==> src/rtl/sfr_pkg.sv <==
// Shared SFR definitions: default bus widths and the arbiter state encoding.
package sfr_pkg;

  localparam int SFR_ADDR_WIDTH = 8;
  localparam int SFR_DATA_WIDTH = 32;

  typedef enum logic [1:0] {
    SFR_ARB_IDLE  = 2'd0,
    SFR_ARB_ISSUE = 2'd1,
    SFR_ARB_WAIT  = 2'd2
  } sfr_arb_state_t;

  // Index width that stays at least one bit wide for single-entry vectors.
  function automatic int idx_width(input int n);
    return (n > 1) ? $clog2(n) : 1;
  endfunction

endpackage

==> src/rtl/sfr_arbiter_if.sv <==
// Requester-side and SFR-side signals of the SFR port arbiter.
interface sfr_arbiter_if
  import sfr_pkg::*;
#(
  parameter int NUM_REQ    = 3,
  parameter int ADDR_WIDTH = SFR_ADDR_WIDTH,
  parameter int DATA_WIDTH = SFR_DATA_WIDTH
);

  logic [NUM_REQ-1:0]            req_valid;
  logic [NUM_REQ-1:0]            req_ready;
  logic [NUM_REQ-1:0]            req_write;
  logic [NUM_REQ*ADDR_WIDTH-1:0] req_addr;
  logic [NUM_REQ*DATA_WIDTH-1:0] req_wdata;
  logic [NUM_REQ-1:0]            rsp_valid;
  logic [DATA_WIDTH-1:0]         rsp_rdata;
  logic                          sfr_en;
  logic                          sfr_we;
  logic [ADDR_WIDTH-1:0]         sfr_addr;
  logic [DATA_WIDTH-1:0]         sfr_wdata;
  logic [DATA_WIDTH-1:0]         sfr_rdata;

  // Arbiter view.
  modport slave (
    input  req_valid, req_write, req_addr, req_wdata, sfr_rdata,
    output req_ready, rsp_valid, rsp_rdata, sfr_en, sfr_we, sfr_addr, sfr_wdata
  );

  // Requesters plus SFR file view.
  modport master (
    output req_valid, req_write, req_addr, req_wdata, sfr_rdata,
    input  req_ready, rsp_valid, rsp_rdata, sfr_en, sfr_we, sfr_addr, sfr_wdata
  );

endinterface

==> src/rtl/rr_arbiter.sv <==
// Round-robin picker: first set request at or after ptr, wrapping to bit 0.
module rr_arbiter #(
  parameter int WIDTH = 2,
  parameter int IDX_W = 1
) (
  input  logic [WIDTH-1:0] req,
  input  logic [IDX_W-1:0] ptr,
  output logic [WIDTH-1:0] grant,
  output logic [IDX_W-1:0] idx,
  output logic             any
);

  logic [WIDTH-1:0] hi_req;

  for (genvar gi = 0; gi < WIDTH; gi++) begin : g_mask
    assign hi_req[gi] = req[gi] && (gi >= int'(ptr));
  end

  // Lowest request at/after ptr wins; otherwise lowest request overall (wrap).
  always_comb begin
    grant = '0;
    idx   = '0;
    any   = |req;
    for (int i = WIDTH - 1; i >= 0; i--) begin
      if (req[i]) idx = IDX_W'(i);
    end
    for (int i = WIDTH - 1; i >= 0; i--) begin
      if (hi_req[i]) idx = IDX_W'(i);
    end
    if (any) grant[idx] = 1'b1;
  end

endmodule

==> src/rtl/sfr_arbiter.sv <==
// Single-port SFR arbiter: requester 0 has fixed priority, the rest share
// round-robin; one transaction in flight, response routed to its owner.
module sfr_arbiter
  import sfr_pkg::*;
#(
  parameter int NUM_REQ        = 3,
  parameter int ADDR_WIDTH     = SFR_ADDR_WIDTH,
  parameter int DATA_WIDTH     = SFR_DATA_WIDTH,
  parameter int SFR_RD_LATENCY = 1
) (
  input logic          clock,
  input logic          reset,
  sfr_arbiter_if.slave bus
);

  localparam int REQ_W = idx_width(NUM_REQ);
  localparam int SUB_N = NUM_REQ - 1;
  localparam int SUB_W = idx_width(SUB_N);
  localparam logic [1:0] CNT_LOAD = 2'(SFR_RD_LATENCY - 1);

  sfr_arb_state_t state_reg, state_next;
  logic [1:0]            cnt_reg, cnt_next;
  logic [REQ_W-1:0]      rr_ptr_reg;
  logic [REQ_W-1:0]      owner_reg;
  logic                  write_reg;
  logic                  rsp_read_reg;
  logic                  sfr_en_reg, sfr_we_reg;
  logic [ADDR_WIDTH-1:0] sfr_addr_reg;
  logic [DATA_WIDTH-1:0] sfr_wdata_reg;
  logic [NUM_REQ-1:0]    rsp_valid_reg, rsp_valid_next;

  logic [ADDR_WIDTH-1:0] addr_arr  [NUM_REQ];
  logic [DATA_WIDTH-1:0] wdata_arr [NUM_REQ];
  logic [SUB_N-1:0]      sub_grant;
  logic [SUB_W-1:0]      sub_ptr, sub_idx;
  logic                  sub_any;
  logic [NUM_REQ-1:0]    grant;
  logic                  grant_any;
  logic [REQ_W-1:0]      winner_idx;
  logic                  winner_write;
  logic                  accept;
  logic                  rsp_fire;

  for (genvar gi = 0; gi < NUM_REQ; gi++) begin : g_unpack
    assign addr_arr[gi]  = bus.req_addr[gi*ADDR_WIDTH +: ADDR_WIDTH];
    assign wdata_arr[gi] = bus.req_wdata[gi*DATA_WIDTH +: DATA_WIDTH];
  end

  // rr_ptr counts requesters 1..NUM_REQ-1; the sub-arbiter indexes from 0.
  assign sub_ptr = SUB_W'(rr_ptr_reg - REQ_W'(1));

  rr_arbiter #(
    .WIDTH (SUB_N),
    .IDX_W (SUB_W)
  ) u_rr (
    .req   (bus.req_valid[NUM_REQ-1:1]),
    .ptr   (sub_ptr),
    .grant (sub_grant),
    .idx   (sub_idx),
    .any   (sub_any)
  );

  always_comb begin
    if (bus.req_valid[0]) begin
      grant      = NUM_REQ'(1);
      winner_idx = '0;
    end else begin
      grant      = {sub_grant, 1'b0};
      winner_idx = REQ_W'(sub_idx) + REQ_W'(1);
    end
  end

  assign grant_any    = bus.req_valid[0] | sub_any;
  assign winner_write = bus.req_write[winner_idx];

  always_comb begin
    state_next = state_reg;
    cnt_next   = cnt_reg;
    accept     = 1'b0;
    case (state_reg)
      SFR_ARB_IDLE: begin
        if (grant_any) begin
          accept     = 1'b1;
          state_next = SFR_ARB_ISSUE;
        end
      end
      SFR_ARB_ISSUE: begin
        cnt_next   = CNT_LOAD;
        state_next = SFR_ARB_WAIT;
      end
      SFR_ARB_WAIT: begin
        if (cnt_reg == 2'd0) state_next = SFR_ARB_IDLE;
        else                 cnt_next   = cnt_reg - 2'd1;
      end
      default: state_next = SFR_ARB_IDLE;
    endcase
    // Response flags are loaded one cycle early so they line up with the
    // final WAIT cycle, where sfr_rdata is valid.
    rsp_fire = (state_next == SFR_ARB_WAIT) && (cnt_next == 2'd0);
  end

  assign rsp_valid_next = rsp_fire ? (NUM_REQ'(1) << owner_reg) : '0;

  always_ff @(posedge clock) begin
    if (reset) begin
      state_reg     <= SFR_ARB_IDLE;
      cnt_reg       <= '0;
      rr_ptr_reg    <= REQ_W'(1);
      owner_reg     <= '0;
      write_reg     <= 1'b0;
      rsp_read_reg  <= 1'b0;
      rsp_valid_reg <= '0;
      sfr_en_reg    <= 1'b0;
      sfr_we_reg    <= 1'b0;
      sfr_addr_reg  <= '0;
      sfr_wdata_reg <= '0;
    end else begin
      state_reg     <= state_next;
      cnt_reg       <= cnt_next;
      rsp_valid_reg <= rsp_valid_next;
      rsp_read_reg  <= rsp_fire & ~write_reg;
      sfr_en_reg    <= accept;
      sfr_we_reg    <= accept & winner_write;
      sfr_addr_reg  <= accept ? addr_arr[winner_idx] : '0;
      sfr_wdata_reg <= (accept && winner_write) ? wdata_arr[winner_idx] : '0;
      if (accept) begin
        owner_reg <= winner_idx;
        write_reg <= winner_write;
        if (!bus.req_valid[0]) begin
          rr_ptr_reg <= (winner_idx == REQ_W'(NUM_REQ - 1)) ? REQ_W'(1)
                                                             : winner_idx + REQ_W'(1);
        end
      end
    end
  end

  assign bus.req_ready = (state_reg == SFR_ARB_IDLE && !reset) ? grant : '0;
  assign bus.rsp_valid = rsp_valid_reg;
  // Read data is passed through from the SFR file, gated by a registered flag.
  assign bus.rsp_rdata = rsp_read_reg ? bus.sfr_rdata : '0;
  assign bus.sfr_en    = sfr_en_reg;
  assign bus.sfr_we    = sfr_we_reg;
  assign bus.sfr_addr  = sfr_addr_reg;
  assign bus.sfr_wdata = sfr_wdata_reg;

endmodule

==> src/flat_wrapper.sv <==
// flat-port wrapper written by rule: the top's interface ports become plain ports
module sfr_arbiter_flat import sfr_pkg::*;
#(
  parameter int NUM_REQ        = 3,
  parameter int ADDR_WIDTH     = SFR_ADDR_WIDTH,
  parameter int DATA_WIDTH     = SFR_DATA_WIDTH,
  parameter int SFR_RD_LATENCY = 1
)
  (clock, reset, bus_req_valid, bus_req_write, bus_req_addr, bus_req_wdata, bus_sfr_rdata, bus_req_ready, bus_rsp_valid, bus_rsp_rdata, bus_sfr_en, bus_sfr_we, bus_sfr_addr, bus_sfr_wdata);
  sfr_arbiter_if #(.NUM_REQ(NUM_REQ), .ADDR_WIDTH(ADDR_WIDTH), .DATA_WIDTH(DATA_WIDTH)) bus_i ();
  input logic clock;
  input logic reset;
  input wire logic [$bits(bus_i.req_valid)-1:0] bus_req_valid;
  input wire logic [$bits(bus_i.req_write)-1:0] bus_req_write;
  input wire logic [$bits(bus_i.req_addr)-1:0] bus_req_addr;
  input wire logic [$bits(bus_i.req_wdata)-1:0] bus_req_wdata;
  input wire logic [$bits(bus_i.sfr_rdata)-1:0] bus_sfr_rdata;
  output wire logic [$bits(bus_i.req_ready)-1:0] bus_req_ready;
  output wire logic [$bits(bus_i.rsp_valid)-1:0] bus_rsp_valid;
  output wire logic [$bits(bus_i.rsp_rdata)-1:0] bus_rsp_rdata;
  output wire logic [$bits(bus_i.sfr_en)-1:0] bus_sfr_en;
  output wire logic [$bits(bus_i.sfr_we)-1:0] bus_sfr_we;
  output wire logic [$bits(bus_i.sfr_addr)-1:0] bus_sfr_addr;
  output wire logic [$bits(bus_i.sfr_wdata)-1:0] bus_sfr_wdata;
  assign bus_i.req_valid = bus_req_valid;
  assign bus_i.req_write = bus_req_write;
  assign bus_i.req_addr = bus_req_addr;
  assign bus_i.req_wdata = bus_req_wdata;
  assign bus_i.sfr_rdata = bus_sfr_rdata;
  assign bus_req_ready = bus_i.req_ready;
  assign bus_rsp_valid = bus_i.rsp_valid;
  assign bus_rsp_rdata = bus_i.rsp_rdata;
  assign bus_sfr_en = bus_i.sfr_en;
  assign bus_sfr_we = bus_i.sfr_we;
  assign bus_sfr_addr = bus_i.sfr_addr;
  assign bus_sfr_wdata = bus_i.sfr_wdata;
  sfr_arbiter #(.NUM_REQ(NUM_REQ), .ADDR_WIDTH(ADDR_WIDTH), .DATA_WIDTH(DATA_WIDTH), .SFR_RD_LATENCY(SFR_RD_LATENCY)) u_core (.clock(clock), .reset(reset), .bus(bus_i));
endmodule
==> config.mk <==
export PLATFORM = sky130hd
export DESIGN_NAME = sfr_arbiter_flat
export DESIGN_NICKNAME = d
export VERILOG_FILES = /design/src/rtl/sfr_pkg.sv /design/src/rtl/sfr_arbiter_if.sv /design/src/rtl/rr_arbiter.sv /design/src/rtl/sfr_arbiter.sv /design/src/flat_wrapper.sv
export SDC_FILE = /design/constraint.sdc
export NUM_CORES = 1
export LEC_CHECK = 0
export CORE_AREA = 2 2 92 94
export DETAILED_ROUTE_END_ITERATION = 10
export DIE_AREA = 0 0 94 96
export DONT_BUFFER_PORTS = 1
export PLACE_DENSITY = 0.48
export SYNTH_ARGS = -nofsm -noshare
export SYNTH_HDL_FRONTEND = slang
export SYNTH_SLANG_ARGS = --single-unit
==> constraint.sdc <==
create_clock -name clock -period 1.7 [get_ports clock]
set_input_delay 0.34 -clock clock [delete_from_list [all_inputs] [get_ports clock]]
set_output_delay 0.34 -clock clock [all_outputs]
set_load 0.01 [all_outputs]
==> metrics.md, run 1 <==
| Metric | Value |
|---|---|
| Status | completed |
| Initial Util | 34.76% |
| Largest net degree at the start of global routing | 74 |
| Layout cells sized above 1 | 20.89% |
| Max-cap violations | 0 |
| Post-Syn Nets | between 400 and 500 |
| H-tree depth | 2 |
| Max-slew headroom | 65.93% |
| Cell count after synthesis | 320 |
| Commonest cells after routing, fill and taps aside | dfxtp_1, nand2_1, inv_1 |
| Worst slack, placed | 0.05577 ns |
| Unrepaired setup endpoints after global routing | yes |
| Slowest stage delay, CP | between 0.3 and 0.4 ns |
| Tot Pwr | about 3.3 mW |
| Max Freq | 597.3 MHz |
| Synth async-reset ratio | 0% |
| Initial antenna violation count | 0 |
| Die W | 94 um |
| Gate power share | between 20% and 30% |
| Final setup violating endpoints | 0 |
| Worst Setup Start Kind | flip-flop |
| Clock Skew | 0.009824 ns |
| Top delay family on crit path | flip-flops |
| Post-DRT Antenna Nets | 0 |
| Register-to-Register Path Depth | 7 |
| Port Buffers | 0 |
| Syn_area_per_cell | 8.747 um2 |
| Fin worst setup slack | 0.02589 ns |
| First-pass GRT wire length | approximately 11000 um |
| Die height | around 96 um |
| Crit end category | output port |
| DP HPWL | ~5800 um |
| Core Util, Final | between 30% and 40% |
| Worst min-delay path category | in2reg |
| Slew @ Worst Pin | approximately 0.51 ns |
| Vias | 2268 |
| YS warnings | 0 |
| Clk root buf | clkbuf_8 |
| Clk Latency, worst-skew pair | around 0.30 ns |
| Final Hold Vio Count | 0 |
| Worst EP arrival | 1.33 ns |
| Psw | slightly above 1 mW |
| CTS buffer count | 5 |
| Static leakage | 1.341 nW |
| Clock Path Buffers | 2 |
| Vias in the first global route | 2101 |
| Clock slew at reported path FFs | roughly 0.10 ns |
| First-pass DRT Iterations | 4 |
| Slowest CP cell | dfxtp_2 |
| Number of vias per cell | 5.387 |
| Unique masters post-synth | 38 |
| GP Congestion | 0.8843 |
| Core area | about 0.0081 mm2 |
| Commonest non-fill, non-tap cell in the layout | dfxtp_1 |
| Sequential area share after synthesis | 38.62% |
| Slew Limit Fails | 0 |
| Routed len/inst | 18.19 um |
| Hold Crit Depth | 1 |
| Area Overhead vs Synth | 12.03% |
| CTS sink count | 54 |
| Cell Area, Synth | around 0.0028 mm2 |
| DRC | 0 |
| Buf+Inv Stages, Crit Path | 3 |
| Internal power | around 2.3 mW |
| Max FO, Critical Path | 2 |
| Peak VDD IR | 0.3768 mV |
| Crit path kind | reg2out |
| Cell depth of the worst setup path | 6 |
| Crit path cell chain | inv_2 > ha_4 > nand2b_1 > buf_4 > nor3_4 > buf_6 |
| Synthesized flop and latch total | 54 |
| Number of enable flip-flop cells after synthesis | 0 |
| DR iter-0 viols | 54 |
| Row count | 33 |
| N_diodes | 0 |
| Pwr/cell area | 1047 mW/mm2 |
| Sequential power share | between 40% and 50% |
| Fin crit share | 98.48% |
| Sw Share | between 30% and 40% |
| Die area | 0.009024 mm2 |
| Total track usage | about 15% |
| Grt total ovfl | 0 |
| CP required | 1.36 ns |
| Drt total wl | 7660 um |
| Clock power share | 26.2% |
| Hold_buf cts | 0 |
| Ports | 240 |
| CTS tree | yes |
| Nets | between 400 and 500 |
| Ys flop type | dfxtp_1 |
| Minimum clock period | roughly 1.7 ns |
| Max reg flops | 32 |
-- cell type report --
cell class	count	area (um2)
fill	815	4916
multi-input combinational	200	1511
sequential	54	1086
timing repair buffer	14	150.1
inverter	40	150.1
tap	105	131.4
clock buffer	7	76.32
clock inverter	1	30.03
-- cells in the mapped netlist, types with 2 or more instances --
master | count | area, um2
a211oi_1 | 9 | 67.56
a21oi_1 | 36 | 180.2
a221oi_1 | 3 | 26.28
a221oi_2 | 28 | 420.4
a22o_1 | 2 | 17.52
and2_1 | 32 | 200.2
buf_1 | 2 | 7.510
buf_2 | 4 | 20.02
buf_6 | 3 | 33.78
clkbuf_1 | 16 | 60.06
dfxtp_1 | 54 | 1081
ha_1 | 3 | 37.54
inv_1 | 39 | 146.4
mux2i_1 | 8 | 80.08
nand2_1 | 37 | 138.9
nand2b_1 | 4 | 25.02
nand3_1 | 2 | 10.01
nor2_1 | 13 | 48.80
nor3_1 | 4 | 20.02
nor3b_1 | 3 | 22.52
-- power groups by stage --
stage,registers (mW),clock network [mW],logic [mW]
2_1_floorplan,1.58,0,0.648
3_3_place_gp,1.61,0,0.768
3_5_place_dp,1.61,0,0.774
4_1_cts,1.59,0.890,0.827
5_1_grt,1.61,0.942,0.924
6_report,1.59,0.860,0.838
-- metrics by stage --
step	cell area, um2	hold WS, ns	cells	TNS (ns)
after floorplan	2819	0.3930	320	-0.001778
after global routing	3136	0.06434	421	-0.1525
final	3136	0.08778	421	0
after global placement	2930	0.4119	410	0
after CTS	3097	0.07540	420	0
after detailed placement	2930	0.4099	410	0
-- worst register-to-register path, cell delays in order, from the launching register on --
cell,delay [ns]
dfxtp_2,0.34
inv_2,0.07
ha_4,0.13
nand2b_1,0.06
nand2b_1,0.16
a221o_2,0.39
buf_12,0.19
a221oi_1,0.21
-- worst paths after layout --
check	start	to	slack, ns
setup / recovery	u_core.state_reg[0]	bus_req_ready[2]	0.03
hold / removal	reset	u_core.state_reg[0]	0.09
setup reg to reg	u_core.state_reg[0]	u_core.bus.sfr_wdata[0]	0.06
hold reg to reg	u_core.write_reg	u_core.rsp_read_reg	0.43
-- layer usage --
layer,vias up,share of wire (%),global-route usage (%)
met3,6,8.4,4.620
met1,1062,42,19.13
met2,123,49,25.36
li1,1077,-,-
met4,0,0.89,3.623
met5,-,0,0
-- timing repair --
action	4_1_cts	5_1_grt
setup buffers	2	1
setup endpoints to repair	2	38
resized for setup	13	6
pin swaps	2	1
-- cell families after synthesis --
logic type	share of synthesized area [%]
AND/OR/NAND/NOR	18.37
buffers and inverters	9.969
multiplexers	2.861
AO/OA/AOI/OAI	28.83
adder cells (fa/ha/maj)	1.341
flip-flops	38.62
Power figures use the tool's default switching activity.
==> run 2: changes to the inputs <==
- SLEW_MARGIN: not set -> 20
==> results of run 2 <==
The final DEF is identical to that of run 1; final timing and power are the same.
==> run 3: changes to the inputs <==
- SKIP_LAST_GASP: not set -> 1
==> results of run 3 <==
The final DEF is identical to that of run 1; final timing and power are the same.
